$ cat src/rtl/reg_file_pkg.sv
// Shared constants for the register file with pending scoreboard.
package reg_file_pkg;

  localparam int unsigned RD_FIRST   = 0;
  localparam int unsigned WR_FIRST   = 1;
  localparam int unsigned DATA_W_DEF = 32;
  localparam int unsigned ADDR_W_DEF = 5;

endpackage

$ cat src/rtl/reg_file_scoreboard.sv
// Pending-bit scoreboard: issue marks a destination busy, write-back clears it.
module reg_file_scoreboard
  import reg_file_pkg::*;
#(
  parameter int unsigned ADDR_W   = ADDR_W_DEF,
  parameter bit          ZERO_REG = 1'b1
) (
  input  logic                 clk,
  input  logic                 rst,
  input  logic                 iss_en,
  input  logic [ADDR_W-1:0]    iss_addr,
  input  logic                 wr_en,
  input  logic [ADDR_W-1:0]    wr_addr,
  output logic [2**ADDR_W-1:0] pending,
  output logic [ADDR_W:0]      pend_cnt
);

  localparam int unsigned DEPTH = 2**ADDR_W;

  logic [DEPTH-1:0] pend_q, pend_d;
  logic [ADDR_W:0]  cnt_q, cnt_d;
  logic             iss_ok, wr_ok, inc, dec;

  assign iss_ok = iss_en && !(ZERO_REG && iss_addr == '0);
  assign wr_ok  = wr_en  && !(ZERO_REG && wr_addr  == '0);

  // Count tracks the pending vector incrementally; an issue to the same
  // address as a write keeps the bit set, so that write must not decrement.
  assign inc = iss_ok && !pend_q[iss_addr];
  assign dec = wr_ok && pend_q[wr_addr] && !(iss_ok && iss_addr == wr_addr);

  always_comb begin
    pend_d = pend_q;
    if (wr_ok)  pend_d[wr_addr]  = 1'b0;
    if (iss_ok) pend_d[iss_addr] = 1'b1;
    cnt_d = cnt_q + (ADDR_W+1)'(inc) - (ADDR_W+1)'(dec);
  end

  always_ff @(posedge clk) begin
    if (rst) begin
      pend_q <= '0;
      cnt_q  <= '0;
    end else begin
      pend_q <= pend_d;
      cnt_q  <= cnt_d;
    end
  end

  assign pending  = pend_q;
  assign pend_cnt = cnt_q;

endmodule

$ cat src/rtl/reg_file_sb.sv
// 2R1W register file with registered read ports and a hazard scoreboard.
module reg_file_sb
  import reg_file_pkg::*;
#(
  parameter int unsigned DATA_W   = DATA_W_DEF,
  parameter int unsigned ADDR_W   = ADDR_W_DEF,
  parameter int unsigned BYPASS   = RD_FIRST,
  parameter bit          ZERO_REG = 1'b1
) (
  input  logic              clk,
  input  logic              rst,
  input  logic              rd_en,
  input  logic [ADDR_W-1:0] rd0_addr,
  input  logic [ADDR_W-1:0] rd1_addr,
  output logic [DATA_W-1:0] rd0_data,
  output logic [DATA_W-1:0] rd1_data,
  output logic              rd0_ready,
  output logic              rd1_ready,
  input  logic              wr_en,
  input  logic [ADDR_W-1:0] wr_addr,
  input  logic [DATA_W-1:0] wr_data,
  input  logic              iss_en,
  input  logic [ADDR_W-1:0] iss_addr,
  output logic [ADDR_W:0]   pend_cnt
);

  localparam int unsigned DEPTH = 2**ADDR_W;

  logic [DATA_W-1:0] regs_q [DEPTH];
  logic [DEPTH-1:0]  pending;
  logic              wr_ok;
  logic [DATA_W:0]   rd0_d, rd1_d;
  logic [DATA_W-1:0] rd0_data_q, rd1_data_q;
  logic              rd0_ready_q, rd1_ready_q;

  assign wr_ok = wr_en && !(ZERO_REG && wr_addr == '0);

  reg_file_scoreboard #(
    .ADDR_W   (ADDR_W),
    .ZERO_REG (ZERO_REG)
  ) u_sb (
    .clk      (clk),
    .rst      (rst),
    .iss_en   (iss_en),
    .iss_addr (iss_addr),
    .wr_en    (wr_en),
    .wr_addr  (wr_addr),
    .pending  (pending),
    .pend_cnt (pend_cnt)
  );

  always_ff @(posedge clk) begin
    if (rst) begin
      for (int unsigned i = 0; i < DEPTH; i++) regs_q[i] <= '0;
    end else if (wr_ok) begin
      regs_q[wr_addr] <= wr_data;
    end
  end

  // Returns {ready, data}; the zero-register check is last so it beats bypass.
  function automatic logic [DATA_W:0] read_port(input logic [ADDR_W-1:0] a);
    logic [DATA_W:0] r;
    r = {~pending[a], regs_q[a]};
    if (BYPASS == WR_FIRST && wr_en && wr_addr == a) r = {1'b1, wr_data};
    if (ZERO_REG && a == '0) r = {1'b1, DATA_W'(0)};
    return r;
  endfunction

  always_comb begin
    rd0_d = read_port(rd0_addr);
    rd1_d = read_port(rd1_addr);
  end

  always_ff @(posedge clk) begin
    if (rst) begin
      rd0_data_q  <= '0;
      rd1_data_q  <= '0;
      rd0_ready_q <= 1'b1;
      rd1_ready_q <= 1'b1;
    end else if (rd_en) begin
      rd0_data_q  <= rd0_d[DATA_W-1:0];
      rd1_data_q  <= rd1_d[DATA_W-1:0];
      rd0_ready_q <= rd0_d[DATA_W];
      rd1_ready_q <= rd1_d[DATA_W];
    end
  end

  assign rd0_data  = rd0_data_q;
  assign rd1_data  = rd1_data_q;
  assign rd0_ready = rd0_ready_q;
  assign rd1_ready = rd1_ready_q;

endmodule

$ cat config.mk
export PLATFORM = sky130hd
export DESIGN_NAME = reg_file_sb
export DESIGN_NICKNAME = d
export VERILOG_FILES = /design/src/rtl/reg_file_pkg.sv /design/src/rtl/reg_file_scoreboard.sv /design/src/rtl/reg_file_sb.sv
export SDC_FILE = /design/constraint.sdc
export NUM_CORES = 2
export LEC_CHECK = 0
export CORE_MARGIN = 2
export CORE_UTILIZATION = 59
export CTS_BUF_LIST = sky130_fd_sc_hd__clkbuf_2 sky130_fd_sc_hd__clkbuf_4 sky130_fd_sc_hd__clkbuf_8
export DETAILED_ROUTE_END_ITERATION = 8
export PLACE_DENSITY = 0.77
export SYNTH_ARGS = -nofsm -noshare
export SYNTH_HDL_FRONTEND = slang
export SYNTH_SLANG_ARGS = --single-unit
$ cat constraint.sdc
create_clock -name clk -period 3.8 [get_ports clk]
set_input_delay 0.38 -clock clk [delete_from_list [all_inputs] [get_ports clk]]
set_output_delay 0.38 -clock clk [all_outputs]
set_load 0.01 [all_outputs]
# --- Word-level counts from Yosys, hierarchy flattened ---
# Memory sizes are Yosys's and may differ from the RTL's.
# Index checks and enable logic that the tools add are counted.
word_totals:
  regBits: 104
  mem_bits_rw: 1024
  memories: 1
mem_list:
  columns: ["name", "depth", "word_bits", "read_ports", "rd_ports_with_merged_regs", "wr", "line_no", "source"]
  rows:
  - ["regs_q", 32, 32, 2, 0, 32, "reg_file_sb.sv:29", "logic [DATA_W-1:0] regs_q [DEPTH];"]
classes:
  order_cmp: 6
  eq_ne: 1
  n_addsub: 2
  reduce_logical: 17
  bitwise: 5
  n_mux: 24
ops:
  columns: ["cell", "count"]
  rows:
  - ["two-way mux 32 bit", 3]
  - ["two-way mux 33 bit", 2]
  - ["bitwise AND 32 bit", 1]
  - ["inverter 32 bit", 1]
  - ["bitwise OR 32 bit", 1]
  - ["OR reduction 32 bit", 1]
  - ["less-than comparator 5 x 6 -> 1 bit (second input constant)", 4]
  - ["binary-select mux 1 bit (select 5 bit)", 4]
  - ["zero test 5 bit", 4]
  - ["two-way mux 1 bit", 12]
  - ["demux 1 bit (select 5 bit)", 2]
  - [">= comparator 5 x 1 -> 1 bit (second input constant)", 2]
  - ["logical AND 1 bit", 8]
  - ["adder 6 x 1 -> 6 bit", 1]
  - ["subtractor 6 x 1 -> 6 bit", 1]
  - ["equality test 5 bit", 1]
  - ["two-way mux 5 bit", 1]
  - ["zero test 1 bit", 4]
  - ["inverter 1 bit", 2]

# --- Logic depth before layout (Yosys ltp) ---
logic_depth:
  word_depth: 9
  ltp_mapped: 16
  ltp_nobuf: 14

# --- By module ---
# From an unflattened synthesis, not the netlist that was laid out.
hier_totals:
  hier_cells: 4052
  area_unflattened_um2: 58536.1
modules_own_cells:
  columns: ["module", "instances", "cells_per_inst", "area_each_um2"]
  rows:
  - ["reg_file_sb", 1, 3783, 56261.5]
  - ["reg_file_scoreboard", 1, 269, 2274.7]

# --- Worst setup path before layout ---
# No wires, ideal clock.
synth_path:
  kind: "input to register"
  from: "in wr_addr[0]"
  to: "mem regs_q[12][0] (netlist bit), enable pin"
  setup_ns: 0.468
  required_time_ns: 3.332
  stages: 5
  path_slack_ns: -0.147
  t_arrival_ns: 3.479
  path_buffers: 2
  path_cell_list: "buf_2 buf_2 nor3_1 nand2_1 o21ai_0"
synth_rtl:
  columns: ["item", "line_no", "source"]
  rows:
  - ["start: declaration", "reg_file_sb.sv:20", "input logic [ADDR_W-1:0] wr_addr,"]
  - ["end: declaration", "reg_file_sb.sv:29", null]

# --- Worst setup path in the final report ---
layout_path:
  from: "reg u_sb.pend_q[31], in the netlist u_sb.pending[31]"
  to: "reg u_sb.cnt_q[5], in the netlist u_sb.pend_cnt[5]"
layout_via:
  elab_chain_len: 6
  elab_cells_between_ends: 10
  classes_between: "add/sub (2); mux (4); reduce/logical (4)"
layout_rtl:
  columns: ["item", "line_no", "source"]
  rows:
  - ["start: declaration", "reg_file_scoreboard.sv:20", "logic [DEPTH-1:0] pend_q, pend_d;"]
  - ["start signal: assignment", "reg_file_scoreboard.sv:44", "pend_q <= pend_d;"]
  - ["binary-select mux 1 bit (select 5 bit)", "reg_file_scoreboard.sv:29", "assign inc = iss_ok && !pend_q[iss_addr];"]
  - ["two-way mux 1 bit (not written as such)", "reg_file_scoreboard.sv:29", null]
  - ["zero test 1 bit", "reg_file_scoreboard.sv:29", null]
  - ["logical AND 1 bit", "reg_file_scoreboard.sv:29", null]
  - ["adder 6 x 1 -> 6 bit", "reg_file_scoreboard.sv:36", "cnt_d = cnt_q + (ADDR_W+1)'(inc) - (ADDR_W+1)'(dec);"]
  - ["subtractor 6 x 1 -> 6 bit *", "reg_file_scoreboard.sv:36", null]
  - ["end signal: assignment", "reg_file_scoreboard.sv:45", "cnt_q <= cnt_d;"]
  - ["end: declaration", "reg_file_scoreboard.sv:21", "logic [ADDR_W:0] cnt_q, cnt_d;"]
# Mark *: on every way between the ends. The rest lies on a longest branch, timed or not. The select of a mux whose other input is x is not followed.
# A chain may end at the register's enable or synchronous reset.

==> impl_metrics.csv <==
group,metric,value,unit
hold_path,hp-class,"in2reg",
placed_design,dpl_worst_slack,-0.140,ns
critical_path,worstReg2RegStart,"u_sb.pending[31]$_SDFF_PP0_",
drt,drtAntennaViolNets,0,
sta,setup_viol,0,
layout,layout.cells.most_common_list,"edfxtp_1 (1,024), and2_1 (993), mux4_2 (413), mux2i_1 (265), clkbuf_8 (191)",
drt,firstDrtPassIters,5,
clocking,cts.sinks,1128,
sta,slew_headroom,8.06,%
floorplanning,fp.dieArea,101000,um^2
layout,final_util,67.1,%
floorplanning,io_pins,129,
layout,syn2layout_area_growth,12.9,%
power,powerDensity,435,nW/um^2
critical_path,critPathLaunchType,"flip-flop",
hold_path,hold_depth,4,
critical_path,r2r_slack,0.59,ns
sta,period_minus_slack,3.21,ns
clocking,clk_latency,0.88,ns
sta,tightest_slew,1.38,ns
layout,nets,4234,
clocking,numCtsBuffers,184,
critical_path,worstSetupEndpoint,"u_sb.pend_cnt[5]$_SDFF_PP0_",
floorplanning,num_rows,115,
drt,top_layer_used,"met5",
logic_synthesis,yosysTopAreaCell,"edfxtp_1",
grt,grt_max_degree,65,
logic_synthesis,ys_seq_elements,1128,
power,p_switching,7.42,mW
sta,finClkSkew,0.0391,ns
grt,track_usage,37.6,%
power,vdd_drop_max,0.313,mV
sta,finalMaxSlewViolations,0,
power,leakage,23.4,nW
placed_design,post-place-cells,5270,
drt,via_per_inst,7.05,
floorplanning,die_h,319,um
layout,finalNonFillerCells,5619,
floorplanning,start_util,59.4,%
clocking,htreeDepth,4,
critical_path,startpoint,"u_sb.pending[31]$_SDFF_PP0_",
critical_path,slowest_stage,"mux4_2",
clocking,clockRootBuffer,"clkbuf_8",
critical_path,worstPathCellList,"mux4_2 > a22o_1 > a311oi_1 > nor4b_1 > nor3_1 > ha_1 > inv_1 > ha_1 > a21o_1 > a21oi_1 > o21bai_1 > a21oi_1 > mux2_2",
sta,finalHoldViolations,0,
logic_synthesis,netlist_area,58400,um^2
critical_path,r2r_cells,13,
placed_design,gp_congestion,0.925,
drt,route.met3.wl,25800,um
power,pwr-share-comb,12.5,%
critical_path,path_class,"reg2reg",
logic_synthesis,yosys_warnings,0,
drt,drt_iter0_markers,5656,
power,seqPwrFrac,51.2,%
logic_synthesis,avgSynthCellArea,14.5,um^2
grt,grt_pass1_wl,272000,um
logic_synthesis,synth_top_area_share,52.7,%
sta,finalCritPeriodShare,84.5,%
grt,grt_pass1_vias,39900,
sta,timing.final.ws_setup,0.590,ns
critical_path,required,4.54,ns
logic_synthesis,synth_cell_type_count,47,
drt,wirelength,190000,um
clocking,cts_setup_buffers,0,
logic_synthesis,synth.area.top_cells,"edfxtp_1 (53%), mux4_2 (16%), and2_1 (11%)",
logic_synthesis,synth_seq_area_share,56.3,%
floorplanning,die_x,319,um
drt,wl_met1,65100,um
power,pwr-share-clk,36.3,%
floorplanning,fp.coreArea,98300,um^2
sta,rsz0062_at_grt,"no",
critical_path,worstSetupEndpointType,"flip-flop",
placed_design,dp_hpwl,118000,um
drt,drc,0,
logic_synthesis,async_flop_share,0,%
flow_run,drv_cap,0,
critical_path,arrival,3.95,ns
logic_synthesis,syn-instance-count,4019,
logic_synthesis,ys.flop_type,"edfxtp_1",
placed_design,port_buffers,128,
status,status,"completed",
clocking,clk_path_buf_depth,3,
power,p_int,21.2,mW
drt,vias,39600,
layout,drive_gt1_share,23.8,%
clocking,clk_pin_slew,0.05,ns
grt,overflow,0,
critical_path,slowest_delay,0.47,ns
logic_synthesis,synth_edf_count,1024,
layout,layout_commonest_cell,"edfxtp_1",
critical_path,timing.rr.end,"u_sb.pend_cnt[5]$_SDFF_PP0_",
grt,antenna_found_initial,17,
sta,timing.fmax,311,MHz
critical_path,cp_max_fo,5,
drt,met2_length,87400,um
drt,routedWlPerCell,33.8,um
clocking,tritoncts,"done",
hold_path,min_from,"rd0_addr[3]",
power,p_sw_share,25.9,%
## final cells by class
class / instances / area (um^2)
Inverter: 40 / 150
Multi-Input combinational cell: 2458 / 24200
Clock inverter: 74 / 374
Sequential cell: 1128 / 32800
Timing Repair Buffer: 358 / 3550
Fill cell: 6649 / 32400
Clock buffer: 266 / 3190
Tap cell: 1287 / 1610
Antenna cell: 8 / 20.0
## cell usage after synthesis (all sizes together), types with 5 or more instances
cell type  count
a22oi         66
nor3          10
xnor2          6
ha             6
edfxtp      1024
a211oi        66
dfxtp        104
nor2          47
a211o         66
clkbuf       310
o22ai         83
a22o          67
buf          114
and2         995
o221ai        66
mux4         413
inv           40
and3           5
nand2         94
nand3b         6
nand3          7
a32o          65
o21ai         44
nor2b         12
mux2i        265
## sequential cells by signal, summed over array words and instances, names as in the netlist
signal,flops
rd0_ready,1
u_sb.pend_cnt,6
rd1_data,32
u_sb.pending,32
rd1_ready,1
regs_q,1024
rd0_data,32
## worst max-delay path: cells and delay by family (launching register included)
| family | cells | cell delay, ns |
|---|---|---|
| fa+ha+maj | 2 | 0.49 |
| simple gates | 2 | 0.37 |
| mux | 2 | 0.81 |
| compound gates | 6 | 1.05 |
| flops | 1 | 0.34 |
| buf+inv | 1 | 0.04 |
## worst min path at each step
stage,to
4_1_cts,rd0_ready$_SDFFE_PP1P_
3_5_place_dp,rd1_data[0]$_SDFFE_PP0P_
3_3_place_gp,rd1_data[3]$_SDFFE_PP0P_
5_1_grt,rd0_ready$_SDFFE_PP1P_
2_1_floorplan,u_sb.pending[18]$_SDFF_PP0_
6_report,rd0_ready$_SDFFE_PP1P_
## metrics by stage
stage / hold slack [ns] / setup TNS, ns / power (mW) / area, um^2
after floorplan: 0.472 / -66.29 / 16.9 / 58500
after global placement: 0.452 / -0.333 / 18.3 / 62300
after detailed placement: 0.460 / -0.276 / 18.4 / 62300
after CTS: 0.193 / 0 / 28.6 / 65900
after global routing: 0.214 / 0 / 29.4 / 65900
final: 0.257 / 0 / 28.6 / 65900
## cells by family (layout without fill, tap and decap cells)
logic type | count (synthesis) | in the layout | synth area share, %
flip-flops | 1128 | 1128 | 56.3
buffers and inverters | 464 | 738 | 3.50
XOR/XNOR | 9 | 9 | 0.135
AND/OR/NAND/NOR | 1195 | 1195 | 12.2
multiplexers | 680 | 680 | 20.5
AO/OA/AOI/OAI | 535 | 535 | 7.20
other | 1 | 40 | 0.00643
adder cells (fa/ha/maj) | 7 | 7 | 0.163
## metal layers
metal	GRT usage, %	vias up
met2	57.9	3166
met5	0.426	-
met4	20.8	10
li1	-	15900
met3	11.7	743
met1	47.6	19800
## what timing repair did
item / 4_1_cts / 5_1_grt
hold buffers: 1 / 0
gates resized for setup: 0 / 0
endpoints found under the hold margin: 1 / 0
## power by group through the flow
stage          Clock (mW)  Sequential (mW)  Combinational [mW]
2_1_floorplan           0             14.8                2.14
3_3_place_gp            0             14.8                3.46
3_5_place_dp            0             14.9                3.50
4_1_cts              10.4             14.6                3.51
5_1_grt              10.9             14.7                3.70
6_report             10.4             14.7                3.58
Power figures use the tool's default switching activity.
